## src/rtl/reg_file_seq_pkg.sv

```systemverilog
// Shared types and constants for the register-file command sequencer.
// REG_FILE_SEQ_STATS_EN (in the top) adds the STATS_W-wide activity counters.
package reg_file_seq_pkg;

   localparam int unsigned WIDTH_DEF   = 32;
   localparam int unsigned ADDRESS_DEF = 4;
   localparam int unsigned STATS_W     = 16;

   localparam logic [1:0] ST_IDLE  = 2'd0;
   localparam logic [1:0] ST_ISSUE = 2'd1;
   localparam logic [1:0] ST_WAIT  = 2'd2;
   localparam logic [1:0] ST_RESP  = 2'd3;

   typedef enum logic [1:0] {
      IDLE  = ST_IDLE,
      ISSUE = ST_ISSUE,
      WAIT  = ST_WAIT,
      RESP  = ST_RESP
   } state_t;

   typedef struct packed {
      logic                   wr;
      logic [ADDRESS_DEF-1:0] addr;
      logic [WIDTH_DEF-1:0]   data;
   } req_t;

endpackage

```

## src/rtl/reg_file_seq_fifo.sv

```systemverilog
// Request FIFO for the sequencer; entry type is a parameter so the top can
// pass a request struct sized to its own WIDTH/ADDRESS.
module reg_file_seq_fifo
   import reg_file_seq_pkg::*;
#(
   parameter int unsigned DEPTH = 4,
   parameter type         T     = req_t
) (
   input  logic clk,
   input  logic rst,
   input  logic push_i,
   input  T     data_i,
   input  logic pop_i,
   output T     data_o,
   output logic full_o,
   output logic empty_o
);

   localparam int unsigned AW = $clog2(DEPTH);

   T           mem_q [DEPTH];
   logic [AW:0] wr_ptr_q;
   logic [AW:0] rd_ptr_q;

   always_ff @(posedge clk or negedge rst) begin
      if (!rst) begin
         wr_ptr_q <= '0;
         rd_ptr_q <= '0;
      end else begin
         if (push_i && !full_o)  wr_ptr_q <= wr_ptr_q + (AW+1)'(1);
         if (pop_i  && !empty_o) rd_ptr_q <= rd_ptr_q + (AW+1)'(1);
      end
   end

   always_ff @(posedge clk) begin
      if (push_i && !full_o) mem_q[wr_ptr_q[AW-1:0]] <= data_i;
   end

   // Extra pointer bit separates the wrapped-full case from empty.
   assign data_o  = mem_q[rd_ptr_q[AW-1:0]];
   assign empty_o = (wr_ptr_q == rd_ptr_q);
   assign full_o  = (wr_ptr_q[AW] != rd_ptr_q[AW]) &&
                    (wr_ptr_q[AW-1:0] == rd_ptr_q[AW-1:0]);

endmodule

```

## src/rtl/reg_file_seq.sv

```systemverilog
// Command sequencer in front of the 16x32 register file: buffers requests,
// issues one strobe at a time, returns read data. REG_FILE_SEQ_STATS_EN adds counters.
module reg_file_seq
   import reg_file_seq_pkg::*;
#(
   parameter int unsigned WIDTH      = 32,
   parameter int unsigned ADDRESS    = 4,
   parameter int unsigned FIFO_DEPTH = 4
) (
   input  logic               clk,
   input  logic               rst,
   input  logic               req_valid,
   output logic               req_ready,
   input  logic               req_wr,
   input  logic [ADDRESS-1:0] req_addr,
   input  logic [WIDTH-1:0]   req_data,
   output logic               rsp_valid,
   input  logic               rsp_ready,
   output logic [ADDRESS-1:0] rsp_addr,
   output logic [WIDTH-1:0]   rsp_data,
   output logic [WIDTH-1:0]   rf_in_data,
   output logic [ADDRESS-1:0] rf_address,
   output logic               rf_wr_en,
   output logic               rf_rd_en,
   input  logic [WIDTH-1:0]   rf_out_data,
   input  logic               rf_valid_out,
`ifdef REG_FILE_SEQ_STATS_EN
   output logic [STATS_W-1:0] wr_count,
   output logic [STATS_W-1:0] rd_count,
`endif
   output logic               busy,
   output logic               proto_err
);

   typedef struct packed {
      logic               wr;
      logic [ADDRESS-1:0] addr;
      logic [WIDTH-1:0]   data;
   } cmd_t;

   cmd_t head, req_in;
   logic fifo_full, fifo_empty, pop;

   state_t             state_q, state_d;
   logic               cmd_wr_q, cmd_wr_d;
   logic [ADDRESS-1:0] rf_address_q, rf_address_d;
   logic [WIDTH-1:0]   rf_in_data_q, rf_in_data_d;
   logic               rf_wr_en_q, rf_wr_en_d;
   logic               rf_rd_en_q, rf_rd_en_d;
   logic               rsp_valid_q, rsp_valid_d;
   logic [ADDRESS-1:0] rsp_addr_q, rsp_addr_d;
   logic [WIDTH-1:0]   rsp_data_q, rsp_data_d;
   logic               proto_err_q, proto_err_d;

   assign req_in = '{wr: req_wr, addr: req_addr, data: req_data};

   reg_file_seq_fifo #(
      .DEPTH (FIFO_DEPTH),
      .T     (cmd_t)
   ) u_fifo (
      .clk     (clk),
      .rst     (rst),
      .push_i  (req_valid && req_ready),
      .data_i  (req_in),
      .pop_i   (pop),
      .data_o  (head),
      .full_o  (fifo_full),
      .empty_o (fifo_empty)
   );

   // Gated by rst so req_ready is also low while reset is held.
   assign req_ready = rst && !fifo_full;

   always_comb begin
      state_d      = state_q;
      cmd_wr_d     = cmd_wr_q;
      rf_address_d = rf_address_q;
      rf_in_data_d = rf_in_data_q;
      rf_wr_en_d   = 1'b0;
      rf_rd_en_d   = 1'b0;
      rsp_valid_d  = rsp_valid_q;
      rsp_addr_d   = rsp_addr_q;
      rsp_data_d   = rsp_data_q;
      proto_err_d  = proto_err_q;
      pop          = 1'b0;
      case (state_q)
         IDLE: begin
            if (!fifo_empty) begin
               pop          = 1'b1;
               cmd_wr_d     = head.wr;
               rf_address_d = head.addr;
               rf_in_data_d = head.wr ? head.data : '0;
               rf_wr_en_d   = head.wr;
               rf_rd_en_d   = !head.wr;
               state_d      = ISSUE;
            end
         end
         ISSUE: state_d = cmd_wr_q ? IDLE : WAIT;
         WAIT: begin
            rsp_data_d  = rf_out_data;
            rsp_addr_d  = rf_address_q;
            rsp_valid_d = 1'b1;
            if (!rf_valid_out) proto_err_d = 1'b1;
            state_d     = RESP;
         end
         RESP: begin
            if (rsp_ready) begin
               rsp_valid_d = 1'b0;
               state_d     = IDLE;
            end
         end
         default: state_d = IDLE;
      endcase
   end

   always_ff @(posedge clk or negedge rst) begin
      if (!rst) begin
         state_q      <= IDLE;
         cmd_wr_q     <= 1'b0;
         rf_address_q <= '0;
         rf_in_data_q <= '0;
         rf_wr_en_q   <= 1'b0;
         rf_rd_en_q   <= 1'b0;
         rsp_valid_q  <= 1'b0;
         rsp_addr_q   <= '0;
         rsp_data_q   <= '0;
         proto_err_q  <= 1'b0;
      end else begin
         state_q      <= state_d;
         cmd_wr_q     <= cmd_wr_d;
         rf_address_q <= rf_address_d;
         rf_in_data_q <= rf_in_data_d;
         rf_wr_en_q   <= rf_wr_en_d;
         rf_rd_en_q   <= rf_rd_en_d;
         rsp_valid_q  <= rsp_valid_d;
         rsp_addr_q   <= rsp_addr_d;
         rsp_data_q   <= rsp_data_d;
         proto_err_q  <= proto_err_d;
      end
   end

`ifdef REG_FILE_SEQ_STATS_EN
   logic [STATS_W-1:0] wr_count_q, rd_count_q;

   always_ff @(posedge clk or negedge rst) begin
      if (!rst) begin
         wr_count_q <= '0;
         rd_count_q <= '0;
      end else begin
         if (state_q == ISSUE && cmd_wr_q && wr_count_q != '1)
            wr_count_q <= wr_count_q + STATS_W'(1);
         if (rsp_valid_q && rsp_ready && rd_count_q != '1)
            rd_count_q <= rd_count_q + STATS_W'(1);
      end
   end

   assign wr_count = wr_count_q;
   assign rd_count = rd_count_q;
`endif

   assign rf_address = rf_address_q;
   assign rf_in_data = rf_in_data_q;
   assign rf_wr_en   = rf_wr_en_q;
   assign rf_rd_en   = rf_rd_en_q;
   assign rsp_valid  = rsp_valid_q;
   assign rsp_addr   = rsp_addr_q;
   assign rsp_data   = rsp_data_q;
   assign proto_err  = proto_err_q;
   assign busy       = !fifo_empty || (state_q != IDLE);

endmodule
```

## config.mk

```make
export PLATFORM = sky130hd
export DESIGN_NAME = reg_file_seq
export DESIGN_NICKNAME = d
export VERILOG_FILES = /design/src/rtl/reg_file_seq_pkg.sv /design/src/rtl/reg_file_seq_fifo.sv /design/src/rtl/reg_file_seq.sv
export SDC_FILE = /design/constraint.sdc
export NUM_CORES = 1
export LEC_CHECK = 0
export CORE_ASPECT_RATIO = 1.2
export CORE_UTILIZATION = 57
export DETAILED_ROUTE_END_ITERATION = 16
export PLACE_DENSITY = 0.88
export SYNTH_ARGS = -nofsm -noshare
export SYNTH_HDL_FRONTEND = slang
export SYNTH_SLANG_ARGS = --single-unit
export TNS_END_PERCENT = 20
```

## constraint.sdc

```tcl
create_clock -name clk -period 7.25 [get_ports clk]
set_clock_uncertainty 0.1 [all_clocks]
set_input_delay 0.725 -clock clk [delete_from_list [all_inputs] [get_ports clk]]
set_output_delay 0.725 -clock clk [all_outputs]
set_load 0.005 [all_outputs]
```

==> reports/summary.txt <==
Final TNS setup: 0 ps
Post-synth cell types: 35
Sequential share of the synthesized area: 72.70%
Share of cells above drive strength 1: 16.90%
Clk_lat worst skew: 490 ps
FF-to-FF End: u_fifo.mem_q[0][25]
CTS H-Tree Depth: 1
# diodes: 0
Max-Cap Viols: 0
R2R depth: 3
CP startpoint kind: input pin
Pre-antenna DRT Iters: 5
Post-synth EDFFs: 148
Die Wd: 117.0 um
Reg-to-reg critical path startpoint: u_fifo.rd_ptr_q[1]
Starting DRT DRC Count: 257
Synth area leader: edfxtp_1
Die Area: 16370 sq um
Yosys warnings: 0
RSZ-0062 raised after global routing: no
Endpoints failing setup: 0
Final WL: 16.74 mm
Avg Cell Area, Syn: 18.83 sq um
Post-DP HPWL: 10.27 mm
Clock Tree Buf Depth: 3
Vias: 4756
Crit path time final: 3821 ps
Total GRT Usage: 21.36%
Core area: 15580 sq um
Lkg Pwr: 4.236 nW
Pwr dens: 401.4 nW/um^2
Area grow syn2layout: 26.36%
Slew headroom: 17.87%
Hold path startpoint: proto_err
Setup bufs post-CTS: 0
Worst Setup End Kind: output port
Initial core utilization: 58.02%
Tcrit/Tclk final: 52.70%
Die Y: 139.9 um
Setup CP Type: in2out
Finished Cell Area: 11420 sq um
IO Port Bufs: 151
Area share of the largest cell type after synthesis: 49.17%
Global-route wire length before repair: 26.14 mm
Synth Register Bits: 233
Reg2reg setup slack: 3960 ps
CTS sink count: 233
FFs w/ async S/R, synth: 36.48%
Placed Area: 10730 sq um
Max IR drop VDD: 211.7 uV
Initial antenna violation count: 1
Hold Crit Endpoint: proto_err
DR vias/cell: 5.537
Worst Hold Depth: 1
Final hold violation count: 0
Largest net degree at the start of global routing: 72
Max Clock Freq: 261.7 MHz
Final core utilization: 73.32%
Tightest Hold Check Type: reg2reg
Worst Path Required: 6420 ps
DRC errors left: 0
Placer Congestion: 0.7295
Vias in the first global route: 5070
WP data arrival: 3000 ps
Crit-path max FO: 71
CTS Buf Count: 21
CTS root buffer: clkbuf_16
Clk slew on worst S/H paths: 60 ps
Wire per inst: 19.49 um
Primary FF master, synth: edfxtp_1
GRT overflow: 0
Synthesized net count: 559
Ports: 152
CTS tree: built
Worst Tran Pin Value: 1229 ps
Antenna viol nets, final: 0
Synth top area cells: edfxtp_1, dfrtp_1, mux2_2
Power Total: 4.584 mW
Standard-cell rows: 50
Net count of the finished layout: 716
WHS: 364.0 ps
Synthesized netlist cell count: 480
Status: completed
Final Max Tran Viols: 0
Cell Area, Synth: 9039 sq um
-- layout make-up --
class / instances / area [sq um]
Clock inverter: 13 / 123.9
Inverter: 40 / 150.1
Clock buffer: 24 / 558.0
Fill cell: 852 / 4156
Timing Repair Buffer: 155 / 1541
Sequential cell: 233 / 6574
Tap cell: 208 / 260.3
Multi-Input combinational cell: 186 / 2213
-- critical path, stage by stage --
cell,delay (ps)
dlygate4sd3_1,530
buf_4,260
buf_4,730
and2_1,240
clkdlybuf4s50_1,500
-- report_power, final --
group | total [mW] | switching (mW) | internal, mW
Sequential | 1.97 | 0.211 | 1.75
Combinational | 1.53 | 0.657 | 0.878
Clock | 1.08 | 0.457 | 0.627
Total | 4.58 | 1.32 | 3.26
-- stage by stage --
stage | std cells | worst slack [ps]
after floorplan | 480 | 4113
after global routing | 859 | 3138
after global placement | 821 | 3605
final | 859 | 3429
after CTS | 859 | 3327
after detailed placement | 821 | 3458
-- kinds of logic after synthesis --
| group | after synthesis | share of synthesized area, % |
|---|---|---|
| xor gates and xnor gates | 9 | 0.9552 |
| and+or+nand+nor | 50 | 2.381 |
| adders and majority gates | 5 | 0.6921 |
| DFF | 233 | 72.70 |
| buffers and inverters | 61 | 3.322 |
| AOI/OAI and AO/OA | 10 | 1.080 |
| muxes | 112 | 18.87 |
-- cell usage after synthesis (all sizes together) (4+ instances only) --
cell type	number
mux2i	32
nor2	5
xor2	5
xnor2	4
dfrtp	85
nand2	36
mux2	43
edfxtp	148
mux4	37
buf	21
inv	40
ha	5
-- registers in the layout (all words and copies together), names as in the netlist, 3 cells and up, named ones only --
name	flops
u_fifo.mem_q	148
rf_in_data	32
rsp_data	32
rf_address	4
rsp_addr	4
u_fifo.rd_ptr_q	3
u_fifo.wr_ptr_q	3
-- how the worst max path moves through the flow --
stage	slack, ps	from	cells after the start	endpoint
after global placement	3600	rst	4	u_fifo.mem_q[0][15]
after CTS	3330	rst	5	req_ready
after floorplan	4110	u_fifo.rd_ptr_q[0]	4	u_fifo.mem_q[0][0]
after global routing	3140	rst	5	u_fifo.mem_q[0][10]
final	3430	rst	5	req_ready
after detailed placement	3460	rst	4	u_fifo.mem_q[1][7]
-- routing by layer --
metal	track usage, %	up-vias	routed length (um)
met5	0	-	0
met2	37.81	195	8765
li1	-	2096	-
met1	26.05	2434	6575
met3	4.197	31	1021
met4	7.129	0	380
-- placed cells by master, fill, tap and decap left out, types with 5 or more instances in the layout --
master	instances
inv_1	40
clkbuf_16	22
edfxtp_1	148
nand2_1	36
clkdlybuf4s50_1	150
dfrtp_1	83
mux4_1	17
mux2_2	41
mux4_2	20
ha_1	5
mux2i_1	32
xor2_1	5
-- timing repair --
action / in CTS / in global routing
resized for setup: 0 / 0
hold buffers: 1 / 0
endpoints found under the hold margin: 6 / 0
(Power assumes the default switching activity.)
